### src/rtl/thread_sched_n_if.sv
// Scheduler <-> core signal bundle: thread requests and weight programming in,
// context-switch controls and the current thread/credit out.
interface thread_sched_n_if #(
    parameter int NUM_THREADS = 4,
    parameter int TID_W       = 2,
    parameter int CREDIT_W    = 11,
    parameter int FRAC_W      = 5
);
    logic [NUM_THREADS-1:0] thread_ready;
    logic                   wt_wr_en;
    logic [TID_W-1:0]       wt_wr_tid;
    logic [FRAC_W-1:0]      wt_wr_data;
    logic                   pause_mult;
    logic                   thread_giveup;
    logic [TID_W-1:0]       thread_id;
    logic                   context_save;
    logic                   context_restore;
    logic                   freeze_proc;
    logic                   lock_pipeline;
    logic                   detachmem;
    logic                   idle;
    logic [CREDIT_W-1:0]    cur_credit;

    // Core side: raises requests, consumes switch controls.
    modport master (
        output thread_ready, wt_wr_en, wt_wr_tid, wt_wr_data, pause_mult, thread_giveup,
        input  thread_id, context_save, context_restore, freeze_proc, lock_pipeline,
               detachmem, idle, cur_credit
    );

    // Scheduler side.
    modport slave (
        input  thread_ready, wt_wr_en, wt_wr_tid, wt_wr_data, pause_mult, thread_giveup,
        output thread_id, context_save, context_restore, freeze_proc, lock_pipeline,
               detachmem, idle, cur_credit
    );
endinterface

### src/rtl/thread_sched_n.sv
// Credit-weighted thread scheduler and context-switch sequencer for the yf32
// multithreaded core: per-thread fixed-point credits pick the next context.
module thread_sched_n #(
    parameter int NUM_THREADS    = 4,
    parameter int TID_W          = 2,
    parameter int CREDIT_W       = 11,
    parameter int FRAC_W         = 5,
    parameter int INIT_CREDIT    = 256,
    parameter int MAX_CREDIT     = 512,
    parameter int PREEMPT_THRESH = 20,
    parameter int DEFAULT_WEIGHT = 8,
    parameter int RESTORE_CYCLES = 5,
    parameter int CALM_CYCLES    = 4
) (
    input logic             clk,
    input logic             reset,
    thread_sched_n_if.slave bus
);
    localparam int VEC_W   = CREDIT_W + FRAC_W;
    localparam int CNT_MAX = (RESTORE_CYCLES > CALM_CYCLES) ? RESTORE_CYCLES : CALM_CYCLES;
    localparam int CNT_W   = $clog2(CNT_MAX + 1);

    typedef enum logic [3:0] {
        S_INIT, S_EXEC, S_WAITPAUSE, S_FREEZE, S_SAVE,
        S_DETACH, S_SELECT, S_RESTORE, S_CALM
    } state_t;

    state_t              state, state_nx;
    logic [TID_W-1:0]    tid_q, tid_nx;
    logic [CNT_W-1:0]    cnt, cnt_nx;
    logic [VEC_W-1:0]    vec    [NUM_THREADS];
    logic [FRAC_W-1:0]   weight [NUM_THREADS];
    logic [TID_W-1:0]    sel_tid;
    logic                sel_found;
    logic [CREDIT_W-1:0] best;
    logic [CREDIT_W-1:0] cur_cr;
    logic                none_ready;
    logic                preempt;

    // Running thread pays one credit per cycle and earns its weight back;
    // waiting threads earn their weight up to the saturation ceiling.
    function automatic logic [VEC_W-1:0] next_vec(input logic [VEC_W-1:0]  v,
                                                  input logic [FRAC_W-1:0] wt,
                                                  input logic              running);
        logic [VEC_W:0] sum;
        logic [VEC_W:0] ceil_v;
        ceil_v = (VEC_W+1)'(MAX_CREDIT) << FRAC_W;
        sum    = {1'b0, v} + (VEC_W+1)'(wt);
        if (running) begin
            if (v[VEC_W-1:FRAC_W] != '0)
                next_vec = VEC_W'(sum - (VEC_W+1)'(1 << FRAC_W));
            else
                next_vec = sum[VEC_W-1:0];
        end else if (v[VEC_W-1:FRAC_W] < CREDIT_W'(MAX_CREDIT)) begin
            next_vec = (sum > ceil_v) ? ceil_v[VEC_W-1:0] : sum[VEC_W-1:0];
        end else begin
            next_vec = v;
        end
    endfunction

    always_ff @(posedge clk) begin
        if (reset) begin
            for (int i = 0; i < NUM_THREADS; i++) begin
                vec[i]    <= VEC_W'(INIT_CREDIT) << FRAC_W;
                weight[i] <= FRAC_W'(DEFAULT_WEIGHT);
            end
        end else begin
            for (int i = 0; i < NUM_THREADS; i++)
                vec[i] <= next_vec(vec[i], weight[i], TID_W'(i) == tid_q);
            if (bus.wt_wr_en)
                weight[bus.wt_wr_tid] <= bus.wt_wr_data;
        end
    end

    // Highest integer credit among ready threads; strict compare keeps the lowest index on ties.
    always_comb begin
        sel_tid   = '0;
        sel_found = 1'b0;
        best      = '0;
        for (int i = 0; i < NUM_THREADS; i++) begin
            if (bus.thread_ready[i] && (!sel_found || vec[i][VEC_W-1:FRAC_W] > best)) begin
                sel_found = 1'b1;
                best      = vec[i][VEC_W-1:FRAC_W];
                sel_tid   = TID_W'(i);
            end
        end
    end

    assign none_ready = ~|bus.thread_ready;
    assign cur_cr     = vec[tid_q][VEC_W-1:FRAC_W];
    assign preempt    = (cur_cr <= CREDIT_W'(PREEMPT_THRESH)) | bus.thread_giveup
                        | ~bus.thread_ready[tid_q];

    always_ff @(posedge clk) begin
        if (reset) begin
            state <= S_INIT;
            tid_q <= '0;
            cnt   <= '0;
        end else begin
            state <= state_nx;
            tid_q <= tid_nx;
            cnt   <= cnt_nx;
        end
    end

    always_comb begin
        state_nx = state;
        tid_nx   = tid_q;
        cnt_nx   = cnt;
        case (state)
            S_INIT:      state_nx = S_EXEC;
            S_EXEC:      if (preempt) state_nx = S_WAITPAUSE;
            S_WAITPAUSE: if (!bus.pause_mult) state_nx = S_FREEZE;
            S_FREEZE:    state_nx = S_SAVE;
            S_SAVE:      state_nx = S_DETACH;
            S_DETACH:    state_nx = S_SELECT;
            S_SELECT: begin
                if (!none_ready) begin
                    tid_nx   = sel_tid;
                    cnt_nx   = '0;
                    state_nx = S_RESTORE;
                end
            end
            S_RESTORE: begin
                if (cnt == CNT_W'(RESTORE_CYCLES - 1)) begin
                    cnt_nx   = '0;
                    state_nx = S_CALM;
                end else begin
                    cnt_nx = cnt + 1'b1;
                end
            end
            S_CALM: begin
                if (cnt == CNT_W'(CALM_CYCLES - 1)) begin
                    cnt_nx   = '0;
                    state_nx = S_EXEC;
                end else begin
                    cnt_nx = cnt + 1'b1;
                end
            end
            default:     state_nx = S_WAITPAUSE;
        endcase
    end

    // Reset masks the decode so an interrupted switch cannot leak a save/restore pulse.
    always_comb begin
        bus.freeze_proc     = 1'b1;
        bus.lock_pipeline   = 1'b1;
        bus.detachmem       = 1'b0;
        bus.context_save    = 1'b0;
        bus.context_restore = 1'b0;
        bus.idle            = 1'b0;
        if (!reset) begin
            case (state)
                S_EXEC: begin
                    bus.freeze_proc   = 1'b0;
                    bus.lock_pipeline = 1'b0;
                end
                S_SAVE:   bus.context_save = 1'b1;
                S_DETACH: bus.detachmem    = 1'b1;
                S_SELECT: begin
                    bus.detachmem = 1'b1;
                    bus.idle      = none_ready;
                end
                S_RESTORE: begin
                    bus.detachmem       = 1'b1;
                    bus.context_restore = 1'b1;
                    bus.lock_pipeline   = 1'b0;
                end
                default: ;
            endcase
        end
    end

    assign bus.thread_id  = tid_q;
    assign bus.cur_credit = cur_cr;
endmodule

### src/flat_wrapper.sv
// flat-port wrapper written by rule: the top's interface ports become plain ports
module thread_sched_n_flat 
#(
    parameter int NUM_THREADS    = 4,
    parameter int TID_W          = 2,
    parameter int CREDIT_W       = 11,
    parameter int FRAC_W         = 5,
    parameter int INIT_CREDIT    = 256,
    parameter int MAX_CREDIT     = 512,
    parameter int PREEMPT_THRESH = 20,
    parameter int DEFAULT_WEIGHT = 8,
    parameter int RESTORE_CYCLES = 5,
    parameter int CALM_CYCLES    = 4
)
  (clk, reset, bus_thread_ready, bus_wt_wr_en, bus_wt_wr_tid, bus_wt_wr_data, bus_pause_mult, bus_thread_giveup, bus_thread_id, bus_context_save, bus_context_restore, bus_freeze_proc, bus_lock_pipeline, bus_detachmem, bus_idle, bus_cur_credit);
  thread_sched_n_if #(.NUM_THREADS(NUM_THREADS), .TID_W(TID_W), .CREDIT_W(CREDIT_W), .FRAC_W(FRAC_W)) bus_i ();
  input logic clk;
  input logic reset;
  input wire logic [$bits(bus_i.thread_ready)-1:0] bus_thread_ready;
  input wire logic [$bits(bus_i.wt_wr_en)-1:0] bus_wt_wr_en;
  input wire logic [$bits(bus_i.wt_wr_tid)-1:0] bus_wt_wr_tid;
  input wire logic [$bits(bus_i.wt_wr_data)-1:0] bus_wt_wr_data;
  input wire logic [$bits(bus_i.pause_mult)-1:0] bus_pause_mult;
  input wire logic [$bits(bus_i.thread_giveup)-1:0] bus_thread_giveup;
  output wire logic [$bits(bus_i.thread_id)-1:0] bus_thread_id;
  output wire logic [$bits(bus_i.context_save)-1:0] bus_context_save;
  output wire logic [$bits(bus_i.context_restore)-1:0] bus_context_restore;
  output wire logic [$bits(bus_i.freeze_proc)-1:0] bus_freeze_proc;
  output wire logic [$bits(bus_i.lock_pipeline)-1:0] bus_lock_pipeline;
  output wire logic [$bits(bus_i.detachmem)-1:0] bus_detachmem;
  output wire logic [$bits(bus_i.idle)-1:0] bus_idle;
  output wire logic [$bits(bus_i.cur_credit)-1:0] bus_cur_credit;
  assign bus_i.thread_ready = bus_thread_ready;
  assign bus_i.wt_wr_en = bus_wt_wr_en;
  assign bus_i.wt_wr_tid = bus_wt_wr_tid;
  assign bus_i.wt_wr_data = bus_wt_wr_data;
  assign bus_i.pause_mult = bus_pause_mult;
  assign bus_i.thread_giveup = bus_thread_giveup;
  assign bus_thread_id = bus_i.thread_id;
  assign bus_context_save = bus_i.context_save;
  assign bus_context_restore = bus_i.context_restore;
  assign bus_freeze_proc = bus_i.freeze_proc;
  assign bus_lock_pipeline = bus_i.lock_pipeline;
  assign bus_detachmem = bus_i.detachmem;
  assign bus_idle = bus_i.idle;
  assign bus_cur_credit = bus_i.cur_credit;
  thread_sched_n #(.NUM_THREADS(NUM_THREADS), .TID_W(TID_W), .CREDIT_W(CREDIT_W), .FRAC_W(FRAC_W), .INIT_CREDIT(INIT_CREDIT), .MAX_CREDIT(MAX_CREDIT), .PREEMPT_THRESH(PREEMPT_THRESH), .DEFAULT_WEIGHT(DEFAULT_WEIGHT), .RESTORE_CYCLES(RESTORE_CYCLES), .CALM_CYCLES(CALM_CYCLES)) u_core (.clk(clk), .reset(reset), .bus(bus_i));
endmodule
### config.mk
export PLATFORM = sky130hd
export DESIGN_NAME = thread_sched_n_flat
export DESIGN_NICKNAME = d
export VERILOG_FILES = /design/src/rtl/thread_sched_n_if.sv /design/src/rtl/thread_sched_n.sv /design/src/flat_wrapper.sv
export SDC_FILE = /design/constraint.sdc
export NUM_CORES = 1
export LEC_CHECK = 0
export BUFFER_PORTS_ARGS = -buffer_cell sky130_fd_sc_hd__buf_2
export CAP_MARGIN = 20
export CORE_ASPECT_RATIO = 0.9
export CORE_MARGIN = 4
export CORE_UTILIZATION = 60
export CTS_CLUSTER_SIZE = 16
export DETAILED_ROUTE_END_ITERATION = 16
export PLACE_DENSITY = 0.74
export SLEW_MARGIN = 20
export SYNTH_ARGS = -nofsm -noshare
export SYNTH_HDL_FRONTEND = slang
export SYNTH_SLANG_ARGS = --single-unit
### constraint.sdc
create_clock -name clk -period 8.1 [get_ports clk]
set_input_delay 0.405 -clock clk [delete_from_list [all_inputs] [get_ports clk]]
set_output_delay 0.405 -clock clk [all_outputs]
set_load 0.1 [all_outputs]
---- Word level (Yosys, flattened, before mapping) ----
Memories as Yosys holds them, arrays and structs flattened. A register that Yosys moved wholly into a read port is not among the register bits.
Index checks and enable logic that the tools add are counted.
word-level totals
  memories ................................ 2
  input port bits ......................... 16
  bits in writable memories ............... 84
  output and inout bits ................... 19
  register bits after elaboration ......... 9
memory list
  name           depth  width  rd ports  clocked after Yosys merged registers in  wr ports  RTL line              text
  u_core.vec     4      16     5         1                                        4         thread_sched_n.sv:31  logic [VEC_W-1:0] vec [NUM_THREADS];
  u_core.weight  4      5      4         0                                        4         thread_sched_n.sv:32  logic [FRAC_W-1:0] weight [NUM_THREADS];
cells by class
  eq/ne operators ......................... 18
  bitwise gates (word level) .............. 7
  magnitude comparators ................... 13
  add/subtract/negate cells ............... 9
  multiplexer cells ....................... 68
  reduce and logical (&&, ||, !) cells .... 24
operators with widths
  cell                                                              count
  2-to-1 mux 16 bit                                                 24
  adder 16 x 5 -> 17 bit                                            4
  greater-than comparator 17 x 15 -> 1 bit (second input constant)  4
  subtractor 16 x 6 -> 16 bit (second input constant)               4
  less-than comparator 11 x 10 -> 1 bit (second input constant)     4
  nonzero test 11 bit                                               4
  one-hot mux 4 bit (9 select lines)                                1
  greater-than comparator 11 bit                                    3
  2-to-1 mux 11 bit                                                 3
  2-to-1 mux 1 bit                                                  24
  2-to-1 mux 4 bit                                                  5
  equality test 4 x 3 -> 1 bit (second input constant)              4
  less-or-equal comparator 11 x 5 -> 1 bit (second input constant)  1
  2-to-1 mux 2 bit                                                  5
  2-to-1 mux 3 bit                                                  3
  one-hot mux 3 bit (3 select lines)                                1
  equality test 4 x 2 -> 1 bit (second input constant)              2
  inequality test 2 x 1 -> 1 bit (second input constant)            4
  OR 1 bit                                                          6
  2-to-1 mux 5 bit                                                  1
  AND reduction 5 bit                                               1
  OR reduction 5 bit                                                1
  equality test 2 bit (first input constant)                        2
  equality test 4 x 1 -> 1 bit (second input constant)              1
  other kinds (19)                                                  27

---- Depth between registers and ports, before layout ----
An unclocked memory read counts as a cell.
  depth after elaboration ................. 16
  depth in mapped cells ................... 34

---- Least setup slack after synthesis ----
OpenSTA, ideal clock, no wires.
  kind .................................... in2reg
  start point ............................. input bus_thread_ready[0]
  end point ............................... register with a tool-made name
  path slack .............................. 2.000 ns
  data required time ...................... 7.979 ns
  buffers on the path ..................... 4
  stages on the path ...................... 31
  arrival ................................. 5.979 ns
  setup time .............................. 0.121 ns
  path through ............................ clkbuf_1 clkbuf_1 nand2_1 ha_1 o21a_1 o21a_1 o21ai_0 a221oi_1 o31a_1 o21ai_0 clkbuf_1 a211oi_1 nor2_1 ha_1 a21o_1 a2111oi_0 a221o_1 a31oi_1 o21a_1 clkbuf_1 o31ai_1 ha_1 nor2b_1 o21a_1 o21ai_0 nand2b_1 a21oi_1 o21ai_0 a21oi_1 o21ai_0 o221a_2
RTL lines
  what         RTL line            text
  from (decl)  flat_wrapper.sv:19  input wire logic [$bits(bus_i.thread_ready)-1:0] bus_thread_ready;

==> summary.md <==
| Metric | Value |
|---|---|
| Outcome | `completed` |
| Clock sinks | `95` |
| # H-tree levels | `3` |
| Hold Vio Cnt, Final | `0` |
| Most used cell, CP | `o21ai_0` |
| Mapped Cells | `1177` |
| Antenna diodes | `0` |
| First-pass GRT wire length | `42200 µm` |
| CTS tree | `built` |
| RSZ-0062 raised after global routing | `no` |
| Max cap viols | `0` |
| TritonCTS Buffers | `9` |
| Slew margin rel. | `between 20 and 30%` |
| Initial antenna violation count | `0` |
| Data required, critical path | `roughly 8.3 ns` |
| Ys async rst share | `0%` |
| Pins Over Slew Limit | `0` |
| Post-place setup slack | `1.60 ns` |
| Clock Latency Late Sink | `0.35 ns` |
| Mapped Area | `8990 µm²` |
| Crit-path max cell delay | `around 0.57 ns` |
| Synth Flop Type | `dfxtp_1` |
| FF-to-FF Start | `u_core.vec[1][5]$_SDFFE_PP0P_` |
| Syn Area/Cell | `between 7 and 8 µm²` |
| TritonRoute pass-1 iters | `6` |
| Total setup buffers inserted after CTS | `0` |
| Max VDD drop | `199 µV` |
| Critical path launch point | `u_core.vec[1][5]$_SDFFE_PP0P_` |
| Largest net degree at the start of global routing | `45` |
| Vias in the first global route | `8180` |
| Final worst slack | `around 1.8 ns` |
| Vias/cell | `6.69` |
| Post-cts resize count | `0` |
| Drt drc | `0` |
| Reg2Reg Setup Slack | `~1.8 ns` |
| DR iter-0 viols | `841` |
| Worst Hold Class | `flip-flop to flip-flop` |
| Crit path DAT | `6.58 ns` |
| Final Wtd Congestion | `just under 1` |
| PortBufs | `34` |
| Netlist cell types | `83` |
| Max Clk Rate | `0.158 GHz` |
| Fin nets | `1232` |
| Fin Clk Skew | `0.00994 ns` |
| Lkg Pwr | `3.43 nW` |
| GRT Util Overall | `a little under a third` |
| Hold-fix buffers, CTS | `0` |
| Synthesis-stage register bit count | `95` |
| Final wirelength | `between 20000 and 30000 µm` |
| Power Dens Cells | `298 nW/µm²` |
| Sequential-to-total area share from yosys stat | `roughly a quarter` |
| Worst setup SP type | `flip-flop` |
| Post-synth EDFFs | `20` |
| CTS clk-pin slew, worst paths | `0.07 ns` |
| Clk buf depth | `2` |
| CP max stage cell | `a2111oi_0` |
| Synth Net Count | `1258` |
| Kind of critical path | `flip-flop to flip-flop` |
| Core ar. | `approximately 15000 µm²` |
| Via count | `9064` |
| Final ANT Viol Nets | `0` |
| # setup viols final | `0` |
| Rows | `42` |
| Full die area | `17000 µm²` |
| Crit share post-route | `roughly four fifths` |
| I/O pins | `35` |
| CP max FO | `24` |
| Starting Density | `61.1%` |
| Root Buffer | `clkbuf_16` |
| Drt wl/cell | `roughly 20 µm` |
| Die width | `137 µm` |
| P&R area growth vs syn | `4.90%` |
| Tmin final | `~6.3 ns` |
| Setup_tns | `0 ns` |
| Share of post-route cells with drive strength above 1 | `8.48%` |
| Die H | `about 120 µm` |
| Grt total ovfl | `0` |
| Crit end category | `flip-flop` |
| FF-to-FF path depth | `29` |
| HPWL after DPL | `19400 µm` |
| Worst-margin pin slew | `around 1.1 ns` |
| YS warnings | `0` |
## cell families (layout without fill, tap and decap cells)
group	count (synthesis)	after routing	synth area share, %
AOI/OAI and AO/OA	358	358	27.7
xor gates and xnor gates	44	44	4.29
adders and majority gates	65	65	9.38
buffers and inverters	129	108	6.02
DFF	95	95	23.4
muxes	18	18	3.70
and+or+nand+nor	468	468	25.5
## power by group
part	switching, mW	total, mW	leakage, nW	internal (mW)
logic	1.01	1.61	2.48	0.593
registers	0.171	0.747	0.809	0.576
clock network	0.193	0.453	0.147	0.260
## critical path: cells and delay by family (launching register included)
kind	cells	cell delay, ns
AO/OA/AOI/OAI	20	3.98
adder cells (fa/ha/maj)	3	0.84
buffers and inverters	2	0.43
flip-flops	1	0.55
AND/OR/NAND/NOR	4	0.41
## layout by cell type (no fill, tap or decap), types with 16 or more instances in the layout
cell / netlist / final
nor2b_1: 16 / 16
and2_1: 26 / 26
inv_1: 48 / 48
a31oi_1: 19 / 19
a21oi_1: 77 / 77
o21ai_0: 60 / 60
nand2b_1: 22 / 22
edfxtp_1: 20 / 20
xnor2_1: 33 / 33
nor2_1: 127 / 127
o211ai_1: 23 / 23
nand4_1: 21 / 21
dfxtp_1: 75 / 75
a211oi_1: 32 / 32
nand2_1: 107 / 107
nand3_1: 42 / 42
buf_2: 15 / 34
ha_1: 61 / 61
nor3_1: 38 / 38
## area by class of cell
type | count | area (µm²)
inverters | 50 | 188
well taps | 198 | 248
clock buffers | 11 | 254
repair buffers | 42 | 230
multi-input cells | 953 | 6350
clock inverters | 5 | 62.6
fillers | 1362 | 5280
flip-flops and latches | 95 | 2100
## per-layer routing
layer	part of all wire (%)	GRT usage (%)	vias up	routed length [µm]
li1	-	-	4341	-
met1	43	41.6	4214	11300
met2	44	49.0	420	11700
met3	8.0	6.18	89	2120
met4	5.0	15.4	0	1310
met5	0	0	-	0
## synthesized netlist by cell type (6+ instances only)
cell / n / share of area (%)
nor2_1: 127 / 5.3
nand2_1: 107 / 4.5
a21oi_1: 77 / 4.3
dfxtp_1: 75 / 17
ha_1: 61 / 8.5
o21ai_0: 60 / 3.3
clkbuf_1: 53 / 2.2
inv_1: 48 / 2.0
nand3_1: 42 / 2.3
nor3_1: 38 / 2.1
xnor2_1: 33 / 3.2
a211oi_1: 32 / 2.7
and2_1: 26 / 1.8
o211ai_1: 23 / 1.9
nand2b_1: 22 / 1.5
nand4_1: 21 / 1.5
edfxtp_1: 20 / 6.7
a31oi_1: 19 / 1.3
nor2b_1: 16 / 1.1
and3_1: 15 / 1.0
buf_2: 15 / 0.83
o21a_1: 15 / 1.3
a21o_1: 14 / 1.2
nor4_1: 14 / 0.97
o31ai_1: 14 / 1.2
mux4_2: 12 / 3.0
a311oi_1: 11 / 1.1
xor2_1: 11 / 1.1
a22oi_1: 10 / 0.83
o2111ai_1: 9 / 0.88
or2_2: 9 / 0.63
a221oi_1: 7 / 0.68
or3_1: 7 / 0.49
a32oi_1: 6 / 0.58
## sequential cells by signal, summed over array words and instances, names as in the netlist, named ones only
| name | count |
|---|---|
| u_core.vec | 64 |
| u_core.weight | 20 |
| u_core.state | 4 |
| u_core.cnt | 3 |
| u_core.bus.thread_id | 2 |
## worst min path at each step
| stage | from | endpoint | slack [ns] | cells after the start |
|---|---|---|---|---|
| 2_1_floorplan | u_core.vec[3][0]$_SDFFE_PP0P_ | u_core.vec[3][0]$_SDFFE_PP0P_ | 0.44 | 2 |
| 3_3_place_gp | u_core.vec[3][3]$_SDFFE_PP0P_ | u_core.vec[3][3]$_SDFFE_PP0P_ | 0.44 | 2 |
| 3_5_place_dp | u_core.vec[3][3]$_SDFFE_PP0P_ | u_core.vec[3][3]$_SDFFE_PP0P_ | 0.45 | 2 |
| 4_1_cts | bus_wt_wr_tid[0] | u_core.weight[2][3]$_SDFFCE_PN1P_ | 0.45 | 3 |
| 5_1_grt | bus_wt_wr_data[3] | u_core.weight[1][3]$_SDFFCE_PN1P_ | 0.48 | 2 |
| 6_report | u_core.vec[3][3]$_SDFFE_PP0P_ | u_core.vec[3][3]$_SDFFE_PP0P_ | 0.46 | 2 |
## through the flow
| step | hold WS [ns] | cells | total power [mW] | instance area (µm²) | utilization, % |
|---|---|---|---|---|---|
| finish | 0.458 | 1354 | 2.81 | 9430 | 64.1 |
| detailed placement | 0.453 | 1338 | 2.32 | 9120 | 62.0 |
| floorplan | 0.436 | 1177 | 2.01 | 8990 | - |
| global route | 0.477 | 1354 | 3.02 | 9430 | 64.1 |
| global placement | 0.444 | 1338 | 2.31 | 9120 | 62.0 |
| CTS | 0.450 | 1354 | 2.78 | 9430 | 64.1 |
No activity file was read; power rests on OpenSTA's default activity.
